<file path="src/rtl/memory_stage_if.sv">
// Data-memory request/acknowledge bus between the MEM stage and data memory.
// Latency: none (wires only); the master holds a request until mem_ack.
// Backpressure: the memory stretches an access by withholding mem_ack.
interface memory_stage_if #(
  parameter int DATA_W = 19,
  parameter int ADDR_W = 16
);
  logic              mem_req;
  logic              mem_we;
  logic [ADDR_W-1:0] mem_addr;
  logic [DATA_W-1:0] mem_wdata;
  logic              mem_byte;
  logic              mem_ack;
  logic [DATA_W-1:0] mem_rdata;

  modport master (
    output mem_req, mem_we, mem_addr, mem_wdata, mem_byte,
    input  mem_ack, mem_rdata
  );

  modport slave (
    input  mem_req, mem_we, mem_addr, mem_wdata, mem_byte,
    output mem_ack, mem_rdata
  );
endinterface

</file>
<file path="src/rtl/memory_stage.sv">
// Pipeline MEM stage: load/store over a req/ack bus, produces the MEM/WB register.
// Latency: 1 cycle M->W, plus the cycles spent waiting for mem_ack on a memory op.
// Backpressure: stall_m freezes upstream while an access is outstanding; optional MEM_TIMEOUT_EN faults stuck accesses.
module memory_stage #(
  parameter int DATA_W         = 19,
  parameter int ADDR_W         = 16,
  parameter int TIMEOUT_CYCLES = 64
) (
  input  logic              clk,
  input  logic              reset,
  input  logic              RegWriteM,
  input  logic              MemWriteM,
  input  logic              ResultSrcM,
  input  logic [4:0]        RDM,
  input  logic [DATA_W-1:0] WriteDataM,
  input  logic [DATA_W-1:0] ALUResultM,
  input  logic              Cant_ByteM,
  memory_stage_if.master    dmem,
  output logic              stall_m,
  output logic              RegWriteW,
  output logic              ResultSrcW,
  output logic [4:0]        RDW,
  output logic [DATA_W-1:0] ALUResultW,
  output logic [DATA_W-1:0] ReadDataW,
  output logic              mem_fault
);

  typedef enum logic [1:0] {S_IDLE, S_WAIT, S_FAULT} state_t;

  state_t state_q, state_d;
  logic   mem_op;
  logic   mem_req;
  logic   load_done;
  logic   bubble;

  logic              reg_write_q, reg_write_d;
  logic              result_src_q, result_src_d;
  logic [4:0]        rd_q, rd_d;
  logic [DATA_W-1:0] alu_result_q, alu_result_d;
  logic [DATA_W-1:0] read_data_q, read_data_d;
  logic [DATA_W-1:0] load_data;

  // A store wins over a load when both flags are set.
  assign mem_op = MemWriteM | ResultSrcM;

  // Address/data come straight from the M inputs; upstream is frozen while we wait.
  assign dmem.mem_we    = MemWriteM;
  assign dmem.mem_addr  = ALUResultM[ADDR_W-1:0];
  assign dmem.mem_byte  = Cant_ByteM;
  assign dmem.mem_wdata = Cant_ByteM ? {{(DATA_W-8){1'b0}}, WriteDataM[7:0]} : WriteDataM;

`ifdef MEM_TIMEOUT_EN
  localparam int CNT_W = $clog2(TIMEOUT_CYCLES + 1);
  localparam logic [CNT_W-1:0] CNT_MAX  = CNT_W'(TIMEOUT_CYCLES);
  localparam logic [CNT_W-1:0] CNT_LAST = CNT_W'(TIMEOUT_CYCLES - 1);

  logic [CNT_W-1:0] wait_cnt_q, wait_cnt_d;
  logic             mem_fault_q, mem_fault_d;
`endif

  // FSM state register.
  always_ff @(posedge clk or negedge reset) begin
    if (!reset) state_q <= S_IDLE;
    else        state_q <= state_d;
  end

  // FSM next state: enter WAIT when the first request cycle is not acknowledged.
  always_comb begin
    state_d = state_q;
    case (state_q)
      S_IDLE: if (mem_op && !dmem.mem_ack) state_d = S_WAIT;
      S_WAIT: begin
        if (dmem.mem_ack) state_d = S_IDLE;
`ifdef MEM_TIMEOUT_EN
        else if (wait_cnt_q == CNT_LAST) state_d = S_FAULT;
`endif
      end
      default: state_d = S_IDLE;
    endcase
  end

  // FSM outputs: request is combinational so a zero-wait memory never stalls.
  always_comb begin
    mem_req = ((state_q == S_IDLE) && mem_op) || (state_q == S_WAIT);
    stall_m = mem_req && !dmem.mem_ack;
  end

  assign dmem.mem_req = mem_req;

`ifdef MEM_TIMEOUT_EN
  // Wait counter and sticky fault flag.
  always_comb begin
    wait_cnt_d  = wait_cnt_q;
    mem_fault_d = mem_fault_q || (state_d == S_FAULT);
    if (state_q != S_WAIT && state_d == S_WAIT) wait_cnt_d = '0;
    else if (state_q == S_WAIT && wait_cnt_q != CNT_MAX) wait_cnt_d = wait_cnt_q + CNT_W'(1);
  end

  // Timeout bookkeeping registers.
  always_ff @(posedge clk or negedge reset) begin
    if (!reset) begin
      wait_cnt_q  <= '0;
      mem_fault_q <= 1'b0;
    end else begin
      wait_cnt_q  <= wait_cnt_d;
      mem_fault_q <= mem_fault_d;
    end
  end

  assign mem_fault = mem_fault_q;
  // The faulting op retires as a bubble during the FAULT cycle.
  assign bubble    = stall_m || (state_q == S_FAULT);
`else
  assign mem_fault = 1'b0;
  assign bubble    = stall_m;
`endif

  // Load data only counts when a pure load is acknowledged this cycle.
  assign load_done = mem_req && dmem.mem_ack && ResultSrcM && !MemWriteM;
  assign load_data = Cant_ByteM ? {{(DATA_W-8){1'b0}}, dmem.mem_rdata[7:0]} : dmem.mem_rdata;

  // MEM/WB next value: bubble while stalled, otherwise pass the M fields.
  always_comb begin
    reg_write_d  = 1'b0;
    result_src_d = 1'b0;
    rd_d         = '0;
    alu_result_d = '0;
    read_data_d  = '0;
    if (!bubble) begin
      reg_write_d  = RegWriteM;
      result_src_d = ResultSrcM;
      rd_d         = RDM;
      alu_result_d = ALUResultM;
      read_data_d  = load_done ? load_data : '0;
    end
  end

  // MEM/WB pipeline register.
  always_ff @(posedge clk or negedge reset) begin
    if (!reset) begin
      reg_write_q  <= 1'b0;
      result_src_q <= 1'b0;
      rd_q         <= '0;
      alu_result_q <= '0;
      read_data_q  <= '0;
    end else begin
      reg_write_q  <= reg_write_d;
      result_src_q <= result_src_d;
      rd_q         <= rd_d;
      alu_result_q <= alu_result_d;
      read_data_q  <= read_data_d;
    end
  end

  assign RegWriteW  = reg_write_q;
  assign ResultSrcW = result_src_q;
  assign RDW        = rd_q;
  assign ALUResultW = alu_result_q;
  assign ReadDataW  = read_data_q;

endmodule

</file>
<file path="src/flat_wrapper.sv">
// flat-port wrapper written by rule: the top's interface ports become plain ports
module memory_stage_flat 
#(
  parameter int DATA_W         = 19,
  parameter int ADDR_W         = 16,
  parameter int TIMEOUT_CYCLES = 64
)
  (clk, reset, RegWriteM, MemWriteM, ResultSrcM, RDM, WriteDataM, ALUResultM, Cant_ByteM, stall_m, RegWriteW, ResultSrcW, RDW, ALUResultW, ReadDataW, mem_fault, dmem_mem_req, dmem_mem_we, dmem_mem_addr, dmem_mem_wdata, dmem_mem_byte, dmem_mem_ack, dmem_mem_rdata);
  memory_stage_if #(.DATA_W(DATA_W), .ADDR_W(ADDR_W)) dmem_i ();
  input  logic clk;
  input  logic reset;
  input  logic RegWriteM;
  input  logic MemWriteM;
  input  logic ResultSrcM;
  input  logic [4:0] RDM;
  input  logic [DATA_W-1:0] WriteDataM;
  input  logic [DATA_W-1:0] ALUResultM;
  input  logic Cant_ByteM;
  output logic stall_m;
  output logic RegWriteW;
  output logic ResultSrcW;
  output logic [4:0] RDW;
  output logic [DATA_W-1:0] ALUResultW;
  output logic [DATA_W-1:0] ReadDataW;
  output logic mem_fault;
  output wire logic [$bits(dmem_i.mem_req)-1:0] dmem_mem_req;
  output wire logic [$bits(dmem_i.mem_we)-1:0] dmem_mem_we;
  output wire logic [$bits(dmem_i.mem_addr)-1:0] dmem_mem_addr;
  output wire logic [$bits(dmem_i.mem_wdata)-1:0] dmem_mem_wdata;
  output wire logic [$bits(dmem_i.mem_byte)-1:0] dmem_mem_byte;
  input wire logic [$bits(dmem_i.mem_ack)-1:0] dmem_mem_ack;
  input wire logic [$bits(dmem_i.mem_rdata)-1:0] dmem_mem_rdata;
  assign dmem_mem_req = dmem_i.mem_req;
  assign dmem_mem_we = dmem_i.mem_we;
  assign dmem_mem_addr = dmem_i.mem_addr;
  assign dmem_mem_wdata = dmem_i.mem_wdata;
  assign dmem_mem_byte = dmem_i.mem_byte;
  assign dmem_i.mem_ack = dmem_mem_ack;
  assign dmem_i.mem_rdata = dmem_mem_rdata;
  memory_stage #(.DATA_W(DATA_W), .ADDR_W(ADDR_W), .TIMEOUT_CYCLES(TIMEOUT_CYCLES)) u_core (.clk(clk), .reset(reset), .RegWriteM(RegWriteM), .MemWriteM(MemWriteM), .ResultSrcM(ResultSrcM), .RDM(RDM), .WriteDataM(WriteDataM), .ALUResultM(ALUResultM), .Cant_ByteM(Cant_ByteM), .dmem(dmem_i), .stall_m(stall_m), .RegWriteW(RegWriteW), .ResultSrcW(ResultSrcW), .RDW(RDW), .ALUResultW(ALUResultW), .ReadDataW(ReadDataW), .mem_fault(mem_fault));
endmodule
</file>
<file path="config.mk">
export PLATFORM = sky130hd
export DESIGN_NAME = memory_stage_flat
export DESIGN_NICKNAME = d
export VERILOG_FILES = /design/src/rtl/memory_stage_if.sv /design/src/rtl/memory_stage.sv /design/src/flat_wrapper.sv
export SDC_FILE = /design/constraint.sdc
export NUM_CORES = 1
export LEC_CHECK = 0
export CAP_MARGIN = 10
export CORE_MARGIN = 2
export CORE_UTILIZATION = 35
export DETAILED_ROUTE_END_ITERATION = 6
export GPL_TIMING_DRIVEN = 0
export HOLD_SLACK_MARGIN = 0.15
export PLACE_DENSITY = 0.85
export SLEW_MARGIN = 20
export SYNTH_ARGS = -nofsm -noshare
export SYNTH_HDL_FRONTEND = slang
export SYNTH_SLANG_ARGS = --single-unit
</file>
<file path="constraint.sdc">
create_clock -name clk -period 2.6 [get_ports clk]
set_input_delay 0.65 -clock clk [delete_from_list [all_inputs] [get_ports clk]]
set_output_delay 0.65 -clock clk [all_outputs]
set_load 0.01 [all_outputs]
</file>
* Word-level counts from Yosys, hierarchy flattened
Cells that the tools add are included.
Word-level totals: register bits 47, bits in latches 0, memory bits (writable) 0, bits in read-only memories 0, output and inout bits 85, word-level logic and storage cells 32, memories kept 0
Operators by class: add/sub/neg operators 0, $mul 0, div/mod/pow operators 0, order comparisons 0, equality and inequality tests 3, shifts and indexed selects 0, multiplexer cells 11, bitwise gates (word level) 1, reduce and logical (&&, ||, !) cells 11
Operators by type and width (count):
- $mux W19 | 5
- $logic_and A1 B1 Y1 | 6
- $mux W5 | 1
- $mux W2 | 2
- $pmux W2 S2 | 1
- $eq A2 B1 Y1 const B | 1
- $logic_not A1 Y1 | 2
- $logic_not A2 Y1 | 1
- $mux W1 | 2
- $ne A2 B1 Y1 const B | 1
- $ne A2 B2 Y1 const B | 1
- $reduce_and A2 Y1 | 1
- $logic_or A1 B1 Y1 | 1
- $or A1 B1 Y1 | 1

* Longest topological paths before layout
depth in word-level cells 8, depth in mapped cells 4

* Least setup slack after synthesis
OpenSTA, ideal clock, no wires.
path kind input-to-output, from input port ResultSrcM, to output port stall_m, data arrival time 1.323 ns, required time 1.950 ns, path slack 0.627 ns, cell stages on the path 3, path buffers 1, path through or3_1 -> buf_6 -> and2_1
Between the ends: longest elaborated chain between the ends 4
Ends and longest elaborated chain:
- from (decl) | line flat_wrapper.sv:14 | input logic ResultSrcM;
- $or A1 B1 Y1 | line memory_stage.sv:44 | assign mem_op = MemWriteM | ResultSrcM;
- $logic_and A1 B1 Y1 | line memory_stage.sv:84 | mem_req = ((state_q == S_IDLE) && mem_op) || (state_q == S_WAIT);
- $logic_or A1 B1 Y1 | line memory_stage.sv:84
- $logic_and A1 B1 Y1 | line memory_stage.sv:85 | stall_m = mem_req && !dmem.mem_ack;
- to (decl) | line flat_wrapper.sv:19 | output logic stall_m;
Every way passes these cells.

* Worst setup path in the final report
Ends and elaborated chain as after synthesis.

==> results.py <==
metrics = {
    "clocking": {
        "cts_root_buffer": "clkbuf_8",
        "path_clk_slew_ps": 80,
        "cts.sink_count": 46,
        "clockBufferDepth": 2,
        "htree_levels": 2,
        "worst_skew_pair.late_latency_ps": 280,
        "cts_made_buffers": 5,
        "cts_tree": "yes",
        "hold_buffers": 0,
    },
    "critical_path": {
        "rr_worst_depth": 5,
        "r2r_start": "u_core.state_q[0]$_DFFE_PN0P_",
        "endpoint_kind": "output pin",
        "worstPathMaxFanout": 4,
        "r2r_slack_ps": 1240,
        "critical-path-max-stage-delay_ps": 390,
        "rr_endpoint": "u_core.ALUResultW[6]$_DFF_PN0_",
        "startpoint_type": "input port",
        "crit_type": "in2out",
        "cp_cell_sequence": "dlygate4sd2_1 > or3_1 > buf_6 > and2_1 > dlygate4sd2_1",
        "worstPathRequired_ps": 1950,
        "cpMaxStageDelayCell": "or3_1",
        "crit_top_cell": "dlygate4sd2_1",
        "arrival_ps": 1860,
    },
    "timing": {
        "hold_viol": 0,
        "fin_skew_ps": 2.310,
        "worst_slack_ps": 89.01,
        "rsz0062_at_grt": "false",
        "final-setup-viol-count": 0,
        "clock.fmax_mhz": 398.3,
        "report.final.slew_viol_count": 0,
        "finalCritPeriodShare": 0.9658,
        "hold-worst-slack_ps": 280.1,
        "period_needed_ps": 2511,
    },
    "layout": {
        "register_area_um2": 1151,
        "multi_input_area_um2": 496.7,
        "antenna_cells": 0,
        "area_growth_pct": 86.86,
        "fillers": 395,
        "drive_above_1_share": 0.2181,
        "fin_nets": 366,
    },
    "place": {
        "gp_congestion": 0.6969,
        "dp_hpwl_mm": 3.848,
        "pre_cts_ws_ps": -313.2,
        "portBuffers": 144,
    },
    "die": {
        "start_util": 0.3695,
        "die-height_um": 78.13,
        "fp.coreArea_um2": 5205,
        "io_pins": 154,
        "die_w_um": 78.13,
        "rows": 26,
        "die-area_um2": 6104,
    },
    "routing": {
        "vias": 1560,
        "routedWlPerCell_um": 12.97,
        "via_per_inst": 4.239,
        "first_pass_iters": 4,
        "ant_nets": 0,
        "drtIter0Drc": 21,
        "wirelength_mm": 4.772,
        "drc": 0,
    },
    "global_routing": {
        "grt_pass1_vias": 1682,
        "grt_overflow_total": 0,
        "antenna_found_initial": 0,
        "grt_use_total": 0.1628,
        "grt_pass1_wl_mm": 7.824,
        "grt_max_degree": 32,
    },
    "pwr": {
        "p_per_area_nw_per_um2": 447.0,
        "peakVddDrop_mv": 0.2150,
        "p_leak_nw": 1.600,
    },
    "synth": {
        "synth_edf_count": 0,
        "synth.top_cells.by_area": "dfrtp_1 60%, a21boi_2 11%, buf_4 11%, and2_1 7.2%, nor2b_1 3.6%",
        "synth_top_area_frac": 0.5986,
        "ys_seq_area_frac": 0.5986,
        "syn_avg_cell_area_um2": 13.45,
        "yosysMostFrequentCell": "dfrtp_1",
        "synthesis.area_um2": 1923,
        "synthesis.nets": 212,
        "synth-async-reset-ratio": 1.000,
        "synth_warnings": 0,
        "synthCells": 143,
        "synth.distinct_cells": 16,
        "synth_top_cell_by_area": "dfrtp_1",
        "synthTopCellsByCount": "46 x dfrtp_1, 27 x buf_4, 22 x and2_1",
        "synth_ff_type": "dfrtp_1",
        "ys_seq_elements": 46,
    },
    "hold_path": {
        "hold_class": "in2async",
    },
    "status": {
        "status": "finished clean",
    },
    "job": {
        "cap_violations": 0,
    },
}
==> registers in the layout (all words and copies together), names as in the netlist <==
signal,flops
u_core.ReadDataW,19
u_core.ALUResultW,19
u_core.state_q,1
u_core.ResultSrcW,1
u_core.RDW,5
u_core.RegWriteW,1
==> cell usage in the layout (no fill, tap or decap), drive strengths merged <==
| master | n |
|---|---|
| or3 | 1 |
| dfrtp | 46 |
| clkbuf | 10 |
| clkdlybuf4s50 | 136 |
| buf | 36 |
| a21boi | 25 |
| and4bb | 1 |
| inv | 1 |
| conb | 1 |
| nor2b | 11 |
| and2 | 22 |
| and3b | 1 |
| dlygate4sd2 | 7 |
==> how the worst max path moves through the flow <==
stage	start	endpoint	slack [ps]
floorplan	ResultSrcM	stall_m	630
global placement	reset	u_core.ALUResultW[11]$_DFF_PN0_	-320
detailed placement	ResultSrcM	stall_m	-310
CTS	ResultSrcM	stall_m	80
global route	ResultSrcM	stall_m	50
finish	ResultSrcM	stall_m	90
==> per-layer routing <==
layer,track usage,vias to the layer above,part of all wire
li1,-,733,-
met1,0.1750,726,0.35
met2,0.3086,99,0.55
met3,0.04138,2,0.092
met4,0.05439,0,0.0067
met5,0,-,0
==> stage by stage <==
| stage | std cells | TNS [ps] | instance area [um2] | power [mW] | util |
|---|---|---|---|---|---|
| floorplan | 143 | 0 | 1923 | 0.8962 | - |
| global placement | 357 | -16640 | 3452 | 1.133 | 0.6632 |
| detailed placement | 358 | -2516 | 3467 | 1.141 | 0.6661 |
| CTS | 368 | 0 | 3593 | 1.630 | 0.6904 |
| global route | 368 | 0 | 3593 | 1.694 | 0.6904 |
| finish | 368 | 0 | 3593 | 1.606 | 0.6904 |
==> layout make-up <==
type	count	share of cell area
Inverter	1	0.001045
Tap cell	70	0.02437
Buffer	34	0.07834
Clock buffer	8	0.03064
Sequential cell	46	0.3203
Timing Repair Buffer	147	0.4070
Multi-Input combinational cell	62	0.1382
==> power breakdown <==
part | leakage, nW | internal (mW) | switching, mW | total [mW]
registers | 0.605 | 0.746 | 0.00771 | 0.754
clock network | 0.0575 | 0.268 | 0.216 | 0.484
logic | 0.937 | 0.243 | 0.125 | 0.369
==> critical path: cells and delay by family <==
kind / cells / cell delay, ps
buffers and inverters: 3 / 670
and+or+nand+nor: 2 / 540
==> kinds of logic after synthesis <==
logic type,Yosys count,share of synthesized area
and+or+nand+nor,36,0.1217
AOI/OAI and AO/OA,25,0.1347
buffers and inverters,35,0.1431
DFF,46,0.5986
other,1,0.001950
==> timing repair <==
action	in CTS	in global routing
gates resized for setup	10	0
buffers inserted	2	0
endpoints found under the setup margin	12	0
No activity file was read; power rests on OpenSTA's default activity.
